$ cat src/rtl/idli_pkg.sv
// idli_pkg: shared core datapath types plus the UART byte, state and baud constants
package idli_pkg;
  typedef logic [1:0] ctr_t;
  typedef logic [3:0] slice_t;
  typedef logic [7:0] uart_byte_t;
  typedef enum logic [1:0] {UART_IDLE, UART_START, UART_DATA, UART_STOP} uart_state_t;
  localparam int UART_CLK_DIV = 16;
endpackage

$ cat src/rtl/idli_uart_fifo_m.sv
// idli_uart_fifo_m: byte FIFO with wrap-bit pointers; pushes into a full FIFO are dropped
module idli_uart_fifo_m
  import idli_pkg::*;
#(
  parameter int DEPTH = 4
) (
  input  logic       clk,
  input  logic       rst_n,
  input  logic       push,
  input  logic       pop,
  input  logic [7:0] din,
  output logic [7:0] dout,
  output logic       full,
  output logic       empty
);
  localparam int AW = $clog2(DEPTH);
  uart_byte_t mem [DEPTH];
  logic [AW:0] wp, rp;
  logic do_push, do_pop;
  assign empty = wp == rp;
  assign full = (wp[AW] != rp[AW]) && (wp[AW-1:0] == rp[AW-1:0]);
  assign do_push = push && !full;
  assign do_pop = pop && !empty;
  assign dout = mem[rp[AW-1:0]];
  always_ff @(posedge clk or negedge rst_n) begin
    if (!rst_n) begin
      wp <= '0;
      rp <= '0;
    end else begin
      if (do_push) wp <= wp + 1'b1;
      if (do_pop) rp <= rp + 1'b1;
    end
  end
  always_ff @(posedge clk) begin
    if (do_push) mem[wp[AW-1:0]] <= din;
  end
endmodule

$ cat src/rtl/idli_uart_m.sv
// idli_uart_m: 8N1 UART bridged to the nibble-serial core datapath, with TX and RX byte FIFOs
module idli_uart_m
  import idli_pkg::*;
#(
  parameter int CLK_DIV    = UART_CLK_DIV,
  parameter int FIFO_DEPTH = 4
) (
  input  logic       i_uart_gck,
  input  logic       i_top_rst_n,
  input  logic [1:0] i_uart_ctr,
  input  logic       i_uart_wr_en,
  input  logic       i_uart_rd_en,
  input  logic [3:0] i_uart_slice,
  output logic [3:0] o_uart_slice,
  output logic       o_uart_tx_full,
  output logic       o_uart_rx_vld,
  input  logic       i_uart_rx,
  output logic       o_uart_tx
);
  localparam int CW = $clog2(CLK_DIV);
  localparam logic [CW-1:0] BIT_LAST = CW'(CLK_DIV - 1);
  localparam logic [CW-1:0] HALF_LAST = CW'(CLK_DIV / 2 - 1);
  logic wr_act, rd_act, tx_push, tx_pop, tx_empty, rx_push, rx_pop, rx_full, rx_empty;
  slice_t wr_lo, wr_hi;
  uart_byte_t tx_head, rx_head, tx_sh, rx_sh;
  uart_state_t tx_state, rx_state;
  logic [CW-1:0] tx_cnt, rx_cnt;
  logic [2:0] tx_idx, rx_idx;
  logic rx_m, rx_s, tx_tick, rx_tick;
  assign tx_push = wr_act && i_uart_ctr == 2'd3;
  assign rx_pop = rd_act && i_uart_ctr == 2'd3;
  assign tx_pop = tx_state == UART_IDLE && !tx_empty;
  assign tx_tick = tx_cnt == '0;
  assign rx_tick = rx_cnt == '0;
  assign rx_push = rx_state == UART_STOP && rx_tick && rx_s && !rx_full;
  assign o_uart_rx_vld = !rx_empty;
  assign o_uart_tx = tx_state == UART_START ? 1'b0 : tx_state == UART_DATA ? tx_sh[0] : 1'b1;
  // The low slice is driven straight from the FIFO head in the same cycle the read is requested
  assign o_uart_slice = (i_uart_ctr == 2'd0 && i_uart_rd_en && !rx_empty) ? rx_head[3:0] :
                        (i_uart_ctr == 2'd1 && rd_act) ? rx_head[7:4] : 4'h0;
  idli_uart_fifo_m #(.DEPTH(FIFO_DEPTH)) u_tx_fifo (
    .clk(i_uart_gck), .rst_n(i_top_rst_n), .push(tx_push), .pop(tx_pop),
    .din({wr_hi, wr_lo}), .dout(tx_head), .full(o_uart_tx_full), .empty(tx_empty)
  );
  idli_uart_fifo_m #(.DEPTH(FIFO_DEPTH)) u_rx_fifo (
    .clk(i_uart_gck), .rst_n(i_top_rst_n), .push(rx_push), .pop(rx_pop),
    .din(rx_sh), .dout(rx_head), .full(rx_full), .empty(rx_empty)
  );
  always_ff @(posedge i_uart_gck or negedge i_top_rst_n) begin
    if (!i_top_rst_n) begin
      wr_act <= 1'b0;
      rd_act <= 1'b0;
      wr_lo <= '0;
      wr_hi <= '0;
    end else begin
      wr_act <= (i_uart_ctr == 2'd0) ? i_uart_wr_en : (i_uart_ctr == 2'd3) ? 1'b0 : wr_act;
      rd_act <= (i_uart_ctr == 2'd0) ? (i_uart_rd_en && !rx_empty) : (i_uart_ctr == 2'd3) ? 1'b0 : rd_act;
      if (i_uart_ctr == 2'd0 && i_uart_wr_en) wr_lo <= i_uart_slice;
      if (i_uart_ctr == 2'd1 && wr_act) wr_hi <= i_uart_slice;
    end
  end
  always_ff @(posedge i_uart_gck or negedge i_top_rst_n) begin
    if (!i_top_rst_n) begin
      tx_state <= UART_IDLE;
      tx_cnt <= '0;
      tx_idx <= '0;
      tx_sh <= '0;
    end else begin
      if (tx_state != UART_IDLE) tx_cnt <= tx_tick ? BIT_LAST : tx_cnt - 1'b1;
      case (tx_state)
        UART_IDLE: if (!tx_empty) begin
          tx_state <= UART_START;
          tx_cnt <= BIT_LAST;
          tx_idx <= '0;
          tx_sh <= tx_head;
        end
        UART_START: if (tx_tick) tx_state <= UART_DATA;
        UART_DATA: if (tx_tick) begin
          tx_sh <= tx_sh >> 1;
          tx_idx <= tx_idx + 1'b1;
          if (tx_idx == 3'd7) tx_state <= UART_STOP;
        end
        default: if (tx_tick) tx_state <= UART_IDLE;
      endcase
    end
  end
  // Receiver samples mid-bit: half a bit after the falling edge, then every full bit
  always_ff @(posedge i_uart_gck or negedge i_top_rst_n) begin
    if (!i_top_rst_n) begin
      rx_m <= 1'b1;
      rx_s <= 1'b1;
      rx_state <= UART_IDLE;
      rx_cnt <= '0;
      rx_idx <= '0;
      rx_sh <= '0;
    end else begin
      rx_m <= i_uart_rx;
      rx_s <= rx_m;
      if (rx_state != UART_IDLE) rx_cnt <= rx_tick ? BIT_LAST : rx_cnt - 1'b1;
      case (rx_state)
        UART_IDLE: if (!rx_s) begin
          rx_state <= UART_START;
          rx_cnt <= HALF_LAST;
        end
        UART_START: if (rx_tick) begin
          rx_state <= rx_s ? UART_IDLE : UART_DATA;
          rx_idx <= '0;
        end
        UART_DATA: if (rx_tick) begin
          rx_sh <= {rx_s, rx_sh[7:1]};
          rx_idx <= rx_idx + 1'b1;
          if (rx_idx == 3'd7) rx_state <= UART_STOP;
        end
        default: if (rx_tick) rx_state <= UART_IDLE;
      endcase
    end
  end
endmodule

$ cat config.mk
export PLATFORM = sky130hd
export DESIGN_NAME = idli_uart_m
export DESIGN_NICKNAME = d
export VERILOG_FILES = /design/src/rtl/idli_pkg.sv /design/src/rtl/idli_uart_fifo_m.sv /design/src/rtl/idli_uart_m.sv
export SDC_FILE = /design/constraint.sdc
export NUM_CORES = 1
export LEC_CHECK = 0
export CAP_MARGIN = 40
export CORE_ASPECT_RATIO = 0.6
export CORE_MARGIN = 4
export CORE_UTILIZATION = 57
export CTS_CLUSTER_SIZE = 20
export DETAILED_ROUTE_END_ITERATION = 12
export GPL_TIMING_DRIVEN = 0
export PLACE_DENSITY = 0.86
export SETUP_SLACK_MARGIN = 0.15
export SLEW_MARGIN = 20
export SYNTH_ARGS = -nofsm -noshare
export SYNTH_HDL_FRONTEND = slang
export SYNTH_SLANG_ARGS = --single-unit
$ cat constraint.sdc
create_clock -name i_uart_gck -period 2.3 [get_ports i_uart_gck]
set_clock_uncertainty 0.2 [all_clocks]
set_input_delay 0.46 -clock i_uart_gck [delete_from_list [all_inputs] [get_ports i_uart_gck]]
set_output_delay 0.46 -clock i_uart_gck [all_outputs]
set_load 0.01 [all_outputs]
==> metrics.csv <==
metric,value,unit
outcome,"finished, violations left",
failing checks,setup timing,
Internal Power,0.00484,W
Initial Util,59.6,%
Clk pwr share,39.0,%
kind of critical path,register to output pin,
max-slew violations,0,
critical path cell sequence,buf_6 -> buf_12 -> mux4_2 -> and3_4 -> mux2_4 -> buf_6,
Die H,84.5,um
Worst R2R Setup Slack,0.10,ns
post-synthesis sequential area ratio,60.7,%
Max VDD drop,0.000647,V
"FF+latch count, synth",122,
Final Wtd Congestion,0.788,
max incr delay on CP,0.53,ns
Final setup viols,6,
type of the worst min-delay path,register to register,
post-synthesis xor/xnor area fraction,3.80,%
Yosys top cell area share,34.6,%
syn nets,413,
die width,136,um
crit path launch type,register,
CP endpoint kind,output pin,
post-synth top area cell,edfxtp_1,
Comb pwr share,19.2,%
final worst path period need,2.83,ns
Flop pwr share,41.8,%
Clock Pin Slew Worst Setup and Hold Paths,0.06,ns
H-tree depth,4,
number of synthesized flops with an enable pin,64,
final hold violation count,0,
DR WL/cell,25.0,um
Yosys warning count,0,
Worst path slowest cell,mux4_2,
RSZ-0062 raised after global routing,true,
drt first pass iters,5,
crit share post-route,123,%
vias in the first global route,3705,
Post-Synth Simple-Gate Area,7.49,%
WL final,15000,um
Max clock buf depth,2,
largest net degree at the start of global routing,31,
initial drt markers,373,
syn_area_per_cell,14.6,um2
Core ar.,9320,um2
"Arr. time, crit path",2.17,ns
CTS Root Buffer Type,clkbuf_16,
io pins,18,
final worst slack,-0.528,ns
Worst-Skew Late Latency,0.43,ns
CTS sink cnt,122,
most frequent cells in the layout,"edfxtp_1, dfrtp_1, mux2_2, buf_4, nand2_1",
Adder-Cell Fraction of Synth Area,4.95,%
leakage,2.91,nW
synth top area cells,"edfxtp_1, dfrtp_1, mux2_2, ha_1, mux2_4",
wire length of the first global-routing pass,20600,um
Sw Ratio,28.5,%
DRC viols,0,
Final Non-Filler Cells,600,
Syn Std Cell Area,5560,um2
"commonest non-fill, non-tap cell in the layout",edfxtp_1,
full die area,11500,um2
TritonCTS clock tree,done,
Layout area overhead,27.0,%
GRT overflow,0,
Num CTS Buffers,17,
ant diodes,0,
Critical Path RT,1.64,ns
Cell Count Post-Placement,528,
"Max FO, Critical Path",5,
DR vias/cell,6.38,
total of max-cap violations,0,
Slew headroom,65.7,%
fin util,75.8,%
Unique masters post-synth,52,
pwr dens,957,nW/um2
fraction of registers with async set/reset,47.5,%
# rows,27,
port bufs,17,
fmax,0.354,GHz
NetSw,0.00193,W
dominant synthesized flop cell,edfxtp_1,
Slew @ Worst Pin,0.512,ns
largest family of logic cells by synthesized area,multiplexers,
synthesized instance count,380,
proportion of synthesized area in mux cells,14.2,%
# nets final,490,
fraction of final layout cells sized beyond drive strength 1,40.2,%
via count of the routed design,3828,
post-DP HPWL,7500,um
initial antenna violation count,0,
post-place setup slack,-0.711,ns
GRT Util Overall,24.7,%
Synth Area in Compound Gates,6.12,%
Routed Antenna Nets,0,
FILL cells,496,
Most Frequent Cell on Critical Path,buf_6,
area by class of cell:
cell class                 count  area (um2)  area share (%)
clock buffer                  26         519            7.35
buffer                        12         140            1.98
sequential                   122        3380            47.8
tap                          130         163            2.30
inverter                      22        86.3            1.22
clock inverter                 6        62.6           0.886
timing repair buffer          57         518            7.33
multi-input combinational    225        2200            31.1
synthesized netlist by cell type, types with 3 or more instances:
library cell   n
edfxtp_1      64
dfrtp_1       56
o21ai_0       12
and2_2         3
mux4_2         7
mux2_4        11
a21oi_1       16
ha_1          22
clkbuf_1       5
xor2_1         7
a31oi_1        6
nand2_1       21
nor3_1         4
xnor2_1        9
and3_1         7
nor2_1         8
mux2_2        34
and2_1         4
o22ai_1        8
nand4_1        3
nand3_1        9
inv_1         22
final timing paths:
check,startpoint,to,cells after the start
max,u_rx_fifo.rp[0]$_DFFE_PN0P_,o_uart_slice[2],6
min,rx_m$_DFF_PN1_,rx_s$_DFF_PN1_,0
max reg2reg,rx_cnt[1]$_DFF_PN0_,u_rx_fifo.mem[1][3]$_DFFE_PP_,6
min reg2reg,rx_m$_DFF_PN1_,rx_s$_DFF_PN1_,0
max in group asynchronous,i_top_rst_n,rx_sh[5]$_DFFE_PN0P_,3
min in group asynchronous,i_top_rst_n,tx_sh[6]$_DFFE_PN0P_,2
kinds of logic (layout without fill, tap and decap cells):
kind of cell	Yosys count	after routing
XOR/XNOR	19	19
flip-flops	122	122
multiplexers	57	57
buffers and inverters	34	123
adder cells (fa/ha/maj)	22	22
AO/OA/AOI/OAI	52	52
AND/OR/NAND/NOR	74	75
what timing repair did:
item / CTS / global route
buffers inserted: 19 / 18
pin swaps: 12 / 10
gates resized for setup: 70 / 33
hold buffers: 1 / 0
setup endpoints to repair: 92 / 70
gates cloned: 2 / 0
hold endpoints to repair: 26 / 0
per-layer routing:
layer	global-route usage [%]	vias to the layer above	wire length [um]
met3	7.90	59	1500
met5	0	-	0
met2	37.7	286	6970
met1	32.4	1931	5880
met4	11.4	0	649
li1	-	1552	-
metrics by stage:
stage | power [W] | setup TNS (ns) | hold slack [ns] | cell area (um2)
after global routing | 0.00697 | -2.34 | 0.164 | 7060
after global placement | 0.00363 | -85.53 | 0.149 | 5900
final | 0.00676 | -2.01 | 0.156 | 7060
after floorplan | 0.00340 | 0 | -0.0356 | 5570
after CTS | 0.00646 | -1.90 | 0.157 | 6810
after detailed placement | 0.00371 | -15.27 | 0.149 | 5920
registers in the layout, summed over array words and instances, names as in the netlist, 4 cells and up:
name	count
u_rx_fifo.mem	32
u_tx_fifo.mem	32
rx_sh	8
tx_sh	8
rx_cnt	4
tx_cnt	4
wr_hi	4
wr_lo	4
worst max-delay path: cells and delay by family (launching register included):
kind / cells / cell delay, ns
muxes: 2 / 0.80
DFF: 1 / 0.39
buffers and inverters: 3 / 0.36
and+or+nand+nor: 1 / 0.20
power by group through the flow:
stage / logic [W] / registers (W) / clock network, W
floorplan: 0.000662 / 0.00273 / 0
global placement: 0.000846 / 0.00278 / 0
detailed placement: 0.000903 / 0.00280 / 0
CTS: 0.00108 / 0.00278 / 0.00259
global route: 0.00139 / 0.00284 / 0.00274
finish: 0.00130 / 0.00283 / 0.00264
Note: power is estimated with default switching activity, not from simulation.
